### src/rtl/data_mem_access.sv
// Memory-access stage: req/ack data-bus transaction with lane steering, load extension and timeout.
// Optional MISALIGNED_SPLIT_EN: word-crossing misaligned accesses run as two bus transactions.
module data_mem_access #(
  parameter int unsigned TIMEOUT_CYCLES = 255
) (
  input  logic        clk,
  input  logic        rst,
  input  logic        req_valid,
  output logic        req_ready,
  input  logic        is_load,
  input  logic        is_store,
  input  logic [2:0]  funct3,
  input  logic [31:0] mem_address,
  input  logic [31:0] mem_write_value,
  output logic [31:0] mem_load_value,
  output logic        resp_valid,
  output logic        misaligned,
  output logic        bus_err,
  output logic        busy,
  output logic        bus_req,
  output logic        bus_we,
  output logic [31:0] bus_addr,
  output logic [3:0]  bus_be,
  output logic [31:0] bus_wdata,
  input  logic [31:0] bus_rdata,
  input  logic        bus_ack
);
  // Pipeline side: a request transfers when req_valid && req_ready (IDLE only) and a
  // load or store flag is set. Bus side: bus_req and its address/lanes/data stay
  // constant until bus_ack is seen; resp_valid is a single-cycle completion pulse.
  typedef enum logic [1:0] {IDLE = 2'd0, BUS = 2'd1, RESP = 2'd2, BUS_HI = 2'd3} state_t;
  state_t state, state_nxt;

  logic        accept, fault_in, in_bus, hi_phase, final_ack, timeout_hit, split_go;
  logic [31:0] addr_q, wv_q, lane_data, wdata_fmt;
  logic [2:0]  f3_q;
  logic        load_q, fault_q, err_q;
  logic [15:0] cnt_q;
  logic [4:0]  sh;
  logic [3:0]  be_cur;

  function automatic logic [3:0] size_mask(input logic [1:0] sz);
    case (sz)
      2'b00:   size_mask = 4'b0001;
      2'b01:   size_mask = 4'b0011;
      default: size_mask = 4'b1111;
    endcase
  endfunction

  function automatic logic [31:0] replicate(input logic [31:0] v, input logic [1:0] sz);
    case (sz)
      2'b00:   replicate = {4{v[7:0]}};
      2'b01:   replicate = {2{v[15:0]}};
      default: replicate = v;
    endcase
  endfunction

  function automatic logic [31:0] extend(input logic [31:0] v, input logic [2:0] f3);
    case (f3[1:0])
      2'b00:   extend = f3[2] ? {24'h0, v[7:0]}  : {{24{v[7]}}, v[7:0]};
      2'b01:   extend = f3[2] ? {16'h0, v[15:0]} : {{16{v[15]}}, v[15:0]};
      default: extend = v;
    endcase
  endfunction

  assign accept      = req_valid && req_ready && (is_load || is_store);
  assign in_bus      = (state == BUS) || (state == BUS_HI);
  assign hi_phase    = (state == BUS_HI);
  assign timeout_hit = in_bus && !bus_ack && (cnt_q == 16'(TIMEOUT_CYCLES - 1));
  assign sh          = {addr_q[1:0], 3'b000};

`ifdef MISALIGNED_SPLIT_EN
  logic        split_q, crosses_in;
  logic [31:0] lo_data_q;
  logic [7:0]  lanes;

  assign fault_in   = (funct3[1:0] == 2'b11);
  assign crosses_in = ((funct3[1:0] == 2'b01) && (mem_address[1:0] == 2'b11)) ||
                      ((funct3[1:0] == 2'b10) && (mem_address[1:0] != 2'b00));
  assign split_go   = split_q;
  assign final_ack  = bus_ack && (((state == BUS) && !split_q) || (state == BUS_HI));

  always_comb begin
    lanes  = {4'b0000, size_mask(f3_q[1:0])} << addr_q[1:0];
    be_cur = hi_phase ? lanes[7:4] : lanes[3:0];
    // Misaligned data is rotated so every byte sits on the lane of its own address.
    if (((f3_q[1:0] == 2'b01) && addr_q[0]) || ((f3_q[1:0] == 2'b10) && (addr_q[1:0] != 2'b00)))
      wdata_fmt = 32'(({wv_q, wv_q} << sh) >> 32);
    else
      wdata_fmt = replicate(wv_q, f3_q[1:0]);
    lane_data = 32'({hi_phase ? bus_rdata : 32'h0, hi_phase ? lo_data_q : bus_rdata} >> sh);
  end

  always_ff @(posedge clk) begin
    if (rst) begin
      split_q   <= 1'b0;
      lo_data_q <= 32'h0;
    end else begin
      if (accept) split_q <= crosses_in;
      if ((state == BUS) && bus_ack) lo_data_q <= bus_rdata;
    end
  end
`else
  assign fault_in  = (funct3[1:0] == 2'b11) ||
                     ((funct3[1:0] == 2'b01) && mem_address[0]) ||
                     ((funct3[1:0] == 2'b10) && (mem_address[1:0] != 2'b00));
  assign split_go  = 1'b0;
  assign final_ack = bus_ack && (state == BUS);

  always_comb begin
    be_cur    = size_mask(f3_q[1:0]) << addr_q[1:0];
    wdata_fmt = replicate(wv_q, f3_q[1:0]);
    lane_data = bus_rdata >> sh;
  end
`endif

  always_ff @(posedge clk) begin
    if (rst) state <= IDLE;
    else     state <= state_nxt;
  end

  always_comb begin
    state_nxt = state;
    case (state)
      IDLE:    if (accept) state_nxt = fault_in ? RESP : BUS;
      BUS:     if (bus_ack) state_nxt = split_go ? BUS_HI : RESP;
               else if (timeout_hit) state_nxt = RESP;
      BUS_HI:  if (bus_ack || timeout_hit) state_nxt = RESP;
      RESP:    state_nxt = IDLE;
      default: state_nxt = IDLE;
    endcase
  end

  always_comb begin
    req_ready  = (state == IDLE) && !rst;
    busy       = (state != IDLE);
    resp_valid = (state == RESP);
    misaligned = resp_valid && fault_q;
    bus_err    = resp_valid && err_q;
    bus_req    = in_bus;
    bus_we     = in_bus && !load_q;
    bus_addr   = in_bus ? ({addr_q[31:2], 2'b00} + (hi_phase ? 32'd4 : 32'd0)) : 32'h0;
    bus_be     = in_bus ? be_cur : 4'b0000;
    bus_wdata  = in_bus ? wdata_fmt : 32'h0;
  end

  always_ff @(posedge clk) begin
    if (rst) begin
      addr_q         <= 32'h0;
      wv_q           <= 32'h0;
      f3_q           <= 3'b000;
      load_q         <= 1'b0;
      fault_q        <= 1'b0;
      err_q          <= 1'b0;
      cnt_q          <= 16'h0;
      mem_load_value <= 32'h0;
    end else begin
      if (accept) begin
        addr_q  <= mem_address;
        wv_q    <= mem_write_value;
        f3_q    <= funct3;
        load_q  <= is_load;
        fault_q <= fault_in;
        err_q   <= 1'b0;
      end
      if (timeout_hit) err_q <= 1'b1;
      // Counter restarts on every ack so each half of a split access gets its own budget.
      cnt_q <= (in_bus && !bus_ack) ? cnt_q + 16'd1 : 16'd0;
      if (final_ack && load_q) mem_load_value <= extend(lane_data, f3_q);
    end
  end
endmodule

### config.mk
export PLATFORM = sky130hd
export DESIGN_NAME = data_mem_access
export DESIGN_NICKNAME = d
export VERILOG_FILES = /design/src/rtl/data_mem_access.sv
export SDC_FILE = /design/constraint.sdc
export NUM_CORES = 1
export LEC_CHECK = 0
export ABC_CLOCK_PERIOD_IN_PS = 2800
export BUFFER_PORTS_ARGS = -buffer_cell sky130_fd_sc_hd__buf_2
export CAP_MARGIN = 20
export CORE_MARGIN = 4
export CORE_UTILIZATION = 45
export DETAILED_ROUTE_END_ITERATION = 8
export PLACE_DENSITY = 0.69
export SYNTH_ARGS = -nofsm -noshare
export SYNTH_HDL_FRONTEND = slang
export SYNTH_SLANG_ARGS = --single-unit
export TNS_END_PERCENT = 5
### constraint.sdc
create_clock -name clk -period 2.8 [get_ports clk]
set_input_delay 0.14 -clock clk [delete_from_list [all_inputs] [get_ports clk]]
set_output_delay 0.14 -clock clk [all_outputs]
set_load 0.005 [all_outputs]
Yosys cells after proc, flatten, opt, wreduce, memory -nomap -nowiden
Index checks and enable logic that the tools add are counted.
Cells by class
  add/sub/neg operators: 2
  equality and inequality tests: 11
  shift-type cells: 2
  muxes and demuxes: 17
  bitwise logic cells: 1
  reduce and logical (&&, ||, !) cells: 27
Operators by type and width (count)
  two-way mux 32 bit: 4
  one-hot mux 32 bit (2 select lines): 2
  adder 32 x 3 -> 32 bit: 1
  >> shifter 32 x 5 -> 32 bit: 1
  adder 16 x 1 -> 16 bit (second input constant): 1
  == test 16 x 8 -> 1 bit (second input constant): 1
  logical AND 1 bit: 12
  two-way mux 2 bit: 5
  == test 2 bit (second input constant): 4
  one-hot mux 2 bit (4 select lines): 1
  one-hot mux 4 bit (2 select lines): 1
  == test 2 x 1 -> 1 bit (second input constant): 3
  nonzero test 2 bit: 3
  logical OR 1 bit: 5
  logical NOT 2 bit: 2
  two-way mux 4 bit: 1
  left shift 4 x 2 -> 4 bit: 1
  logical NOT 1 bit: 3
  two-way mux 3 bit: 1
  inequality test 3 bit (second input constant): 1
  AND reduction 3 bit: 1
  two-way mux 1 bit: 2
  inequality test 2 x 1 -> 1 bit (second input constant): 1
  inequality test 2 bit (second input constant): 1
  other kinds (2): 2
Storage, ports and cells
  flip-flop bits (word level): 120
  input port bits: 105
  output and inout port bits: 107
  word-level logic and storage cells: 69

Longest topological paths before layout
  depth after elaboration: 7
  depth in mapped cells: 9
  depth with buffers taken out: 7

Worst setup path before layout
No wires, ideal clock.
  path type: register to output
  from: register state[0]
  to: output port bus_addr[30]
  arrival time: 2148 ps
  required time: 2660 ps
  path slack: 512 ps
  cell stages (with the launch flop): 9
  path buffers: 2
  cells stage by stage: dfxtp_1 clkbuf_1 and2_1 ha_1 ha_1 nand4_1 clkbuf_1 or4_1 a21oi_1
Between the ends
  cells in the longest elaborated chain, start to end: 4
  elaborated cells between the ends (all ways): 6
  classes of those cells: add/sub (1); eq/ne (2); mux (2); reduce/logical (1)
Ends and longest elaborated chain
  start: declaration: line 32  | state_t state, state_nxt;
  start signal: assignment: line 119  | else state <= state_nxt;
  == test 2 bit: line 67, 68
  two-way mux 3 bit: line 142  | bus_addr = in_bus ? ({addr_q[31:2], 2'b00} + (hi_phase ? 32'd4 : 32'd0)) : 32'h0;
  adder 32 x 3 -> 32 bit: line 142
  two-way mux 32 bit (*): line 142
  end: declaration: line 22  | output logic [31:0] bus_addr,
Every way passes the cells marked *; elsewhere a longest branch is shown, timed or not.

Worst setup path after layout
  from: register addr_q[12]
  to: output port bus_addr[21]
Between the ends
  cells in the longest elaborated chain, start to end: 2
Ends and longest elaborated chain
  start: declaration: line 35  | logic [31:0] addr_q, wv_q, lane_data, wdata_fmt;
  start signal: assignment: line 159  | addr_q <= mem_address;
  adder 32 x 3 -> 32 bit: line 142
  two-way mux 32 bit: line 142
No other way between the ends.

==> results.txt <==
- After layout, the design draws a total of 4.41 mW.
* Area growth from synthesis to layout: 38.8%
* Area fraction of the dominant cell type after synthesis: 0.386
* Final layout net count: 1,196
* Leading cell types in the layout, fill and taps excluded: 208 x sky130_fd_sc_hd__buf_2, 198 x sky130_fd_sc_hd__nand2_1, 120 x sky130_fd_sc_hd__a21oi_1, 118 x sky130_fd_sc_hd__dfxtp_1, 84 x sky130_fd_sc_hd__nor2_1
- Number of ports placed on the die boundary: between 200 and 250
- Synth area leaders: sky130_fd_sc_hd__dfxtp_1 39%, sky130_fd_sc_hd__nand2_1 12%, sky130_fd_sc_hd__a21oi_1 9.6%
- Data on the critical path arrives at its endpoint at about 2500 ps.
- STA puts the critical path data required time at 2660 ps.
- Measured against its own limit, the worst slew margin works out to 0.339.
- Number of vias after detailed routing: 6,806
* Clk Latency, worst-skew pair: 410 ps
* Critical path startpoint category: flop
- Setup violations remaining at the end of the flow were counted as 0.
* Count of yosys warnings during synthesis: 0
* Total placed cells including tap cells: 1,170
* Antenna Nets Post-Route: 0
- After filler insertion, the fill cell instance count of the layout stands at between 1,000 and 1,500.
- After detailed routing, the number of vias per cell comes to 5.34.
- Between clock sinks in the finished design, the worst skew comes to 8.59 ps.
- Critical path start-end classification: flop to primary output
- Fraction of synthesis flops using an asynchronous set or reset pin: 0
- The floorplan step set the die height to 126 um.
- Routed length per placed instance: between 15 and 20 um
- Final sum of negative setup slack: 0 ps
* Fraction of final layout cells with drive strength greater than 1: 0.259
- Power density relative to cell area: 510 nW/um2
* GRT Residual Overflow: 0
- In the finished design, the share of the clock period the worst path needs comes to 0.942.
- Share of the yosys chip area belonging to registers: 0.386
- Derived from the worst setup path, the maximum achievable clock frequency is approximately 0.38 GHz.
- Syn Inst Count: 838
- Entering global routing, the biggest net connects 74 pins.
* Largest voltage drop on the vdd net: 0.000453 V
* Routability congestion estimate: 0.791
- Number of antenna violations at the first check in global routing: 0
- Detailed-route wire length on metal 1: 8.65 mm
* Run status: complete, no violations
- Final instance count without filler cells: 1,274
- The synthesized design contains 0 enable-type register cells.
- In this run the number of H-tree levels came out at 4.
- The initial utilization of the core area, before any placement, comes to 0.465.
- Setup repair after global routing left no endpoint under its margin.
* CTS tree: built
- Primary FF master, synth: sky130_fd_sc_hd__dfxtp_1
- Number of placement rows: 42
- Number of sinks driven by the clock tree: 120
- Wire segments on met2 add up to just under 10 mm in the final route.
- In this run the mean area of a mapped cell was 7.43 um2.
- Of all cell types, the one taking the most synthesized area is sky130_fd_sc_hd__dfxtp_1.
- The wire-length estimate of the detail-placed layout is roughly 14 mm.
* Number of antenna repair diodes: 0
- The final layout contains routed wiring with a total length of 20.5 mm.
- Maximum clock insertion buffer count: 2
- The die covers 15,800 um2.
* Uppermost signal routing layer after detailed routing: met4
- Synthesis inferred 120 register bits.
- The first TritonRoute pass finished after 5 iterations.
- Worst hold path type: primary input to flop
* Yosys cell types: 48
* Core region area: 13,400 um2
- Leak Pwr: 3.40 nW
- Actual transition at the worst max-transition pin: roughly 1000 ps
- Cts bufs inserted: 17
* Crit. End Element: primary output
* Post-route cell area: 8640 um2
- Maximum fanout count along the critical path: 12
* Met3 Routed Length: roughly 1.6 mm
- Number of violations of the max-capacitance limit: 0
- Worst-path clk slew: ~50 ps
- For this run, design rule violations remaining after detail routing come to 0.
- In this run the cell area of the synthesized design comes to approximately 6200 um2.
- Die X-Extent: 126 um
- On the final layout, the worst hold slack is 19.1 ps.
* Placed instance area: 7340 um2
* First-iteration detailed-routing DRC count: 486
- The worst path needs 2640 ps of the cycle, external delays included.
- The library cell used most frequently in the layout, excluding fill and tap cells, is sky130_fd_sc_hd__buf_2.
- Global-route wire length before repair: approximately 33 mm
- In the global route stage, overall resource usage came out at 0.253.
* Max-slew violation count: 0
* Vias in the first global route: 6,647
- Clock Tree Root: sky130_fd_sc_hd__clkbuf_16
- The count of buffers added on input and output ports is 209.
- The number of endpoints with negative hold slack in the final report came to 0.
* Number of cells on the worst reg-to-reg path: 6
- Counting instances, the worst hold path has a depth of 3.
layout make-up:
type / count / area [um2] / share of cell area
well taps: 176 / 220 / 0.0255
flip-flops and latches: 120 / 2400 / 0.278
clock buffers: 21 / 460 / 0.0533
multi-input cells: 642 / 3540 / 0.409
clock inverters: 9 / 101 / 0.0117
inverters: 12 / 45.0 / 0.00521
repair buffers: 294 / 1880 / 0.217
layer usage:
metal,track usage,up-vias
met1,0.314,3091
met3,0.0618,45
met4,0.0957,0
li1,-,3388
met5,0,-
met2,0.426,282
report_power, final:
group / switching, mW / leakage [nW] / total, mW / internal [mW]
combinational: 0.267 / 2.15 / 0.502 / 0.236
clock: 0.748 / 0.278 / 2.09 / 1.34
sequential: 0.0600 / 0.974 / 1.82 / 1.76
total: 1.07 / 3.40 / 4.41 / 3.33
kinds of logic (layout without fill, tap and decap cells):
group / count (synthesis) / in the layout / synth area share
xor+xnor: 24 / 24 / 0.0337
compound gates: 180 / 180 / 0.171
simple gates: 390 / 391 / 0.279
other cells: 1 / 2 / 0.000602
buf+inv: 78 / 336 / 0.0504
fa+ha+maj: 4 / 4 / 0.00804
flops: 120 / 120 / 0.386
mux: 41 / 41 / 0.0709
through the flow:
stage          setup slack [ps]   util
6_report                    163  0.645
5_1_grt                    1.01  0.645
4_1_cts                    82.6  0.644
3_5_place_dp                243  0.548
3_3_place_gp                288  0.548
2_1_floorplan               512      -
synth_stat cells, drive strengths merged, types with 8 or more instances:
master	n
xor2	12
mux2	15
nand4	13
a211oi	18
o2bb2ai	8
nand3	16
nor2	84
o31ai	12
or4	13
nor3	20
dfxtp	120
mux2i	25
clkbuf	53
inv	12
and2	14
buf	13
a21oi	120
xnor2	12
nand2	198
timing repair:
action / in CTS / in global routing
endpoints found under the hold margin: 71 / 0
setup buffers: 2 / 0
gates cloned: 0 / 1
endpoints found under the setup margin: 8 / 5
hold buffers: 71 / 0
pin swaps: 0 / 1
gates resized for setup: 0 / 4
critical path, cell delays in order, from the launching register on:
cell                      delay (ps)
sky130_fd_sc_hd__dfxtp_1         440
sky130_fd_sc_hd__nand4_2         200
sky130_fd_sc_hd__or4_4           650
sky130_fd_sc_hd__or4_1           490
sky130_fd_sc_hd__a21oi_1         180
sky130_fd_sc_hd__buf_2           140
path summary, 6_finish.rpt:
path / slack [ps] / end / start
setup / recovery: 160 / bus_addr[21] / addr_q[12]
hold / removal: 20 / load_q / is_load
setup reg to reg: 550 / addr_q[7] / state[0]
hold reg to reg: 450 / mem_load_value[0] / mem_load_value[0]
state kept, by name, indices dropped and copies added (netlist names):
| name | flops |
|---|---|
| err_q | 1 |
| f3_q | 3 |
| fault_q | 1 |
| state | 2 |
| mem_load_value | 32 |
| wv_q | 32 |
| load_q | 1 |
| cnt_q | 16 |
| addr_q | 32 |
Power figures use the tool's default switching activity.
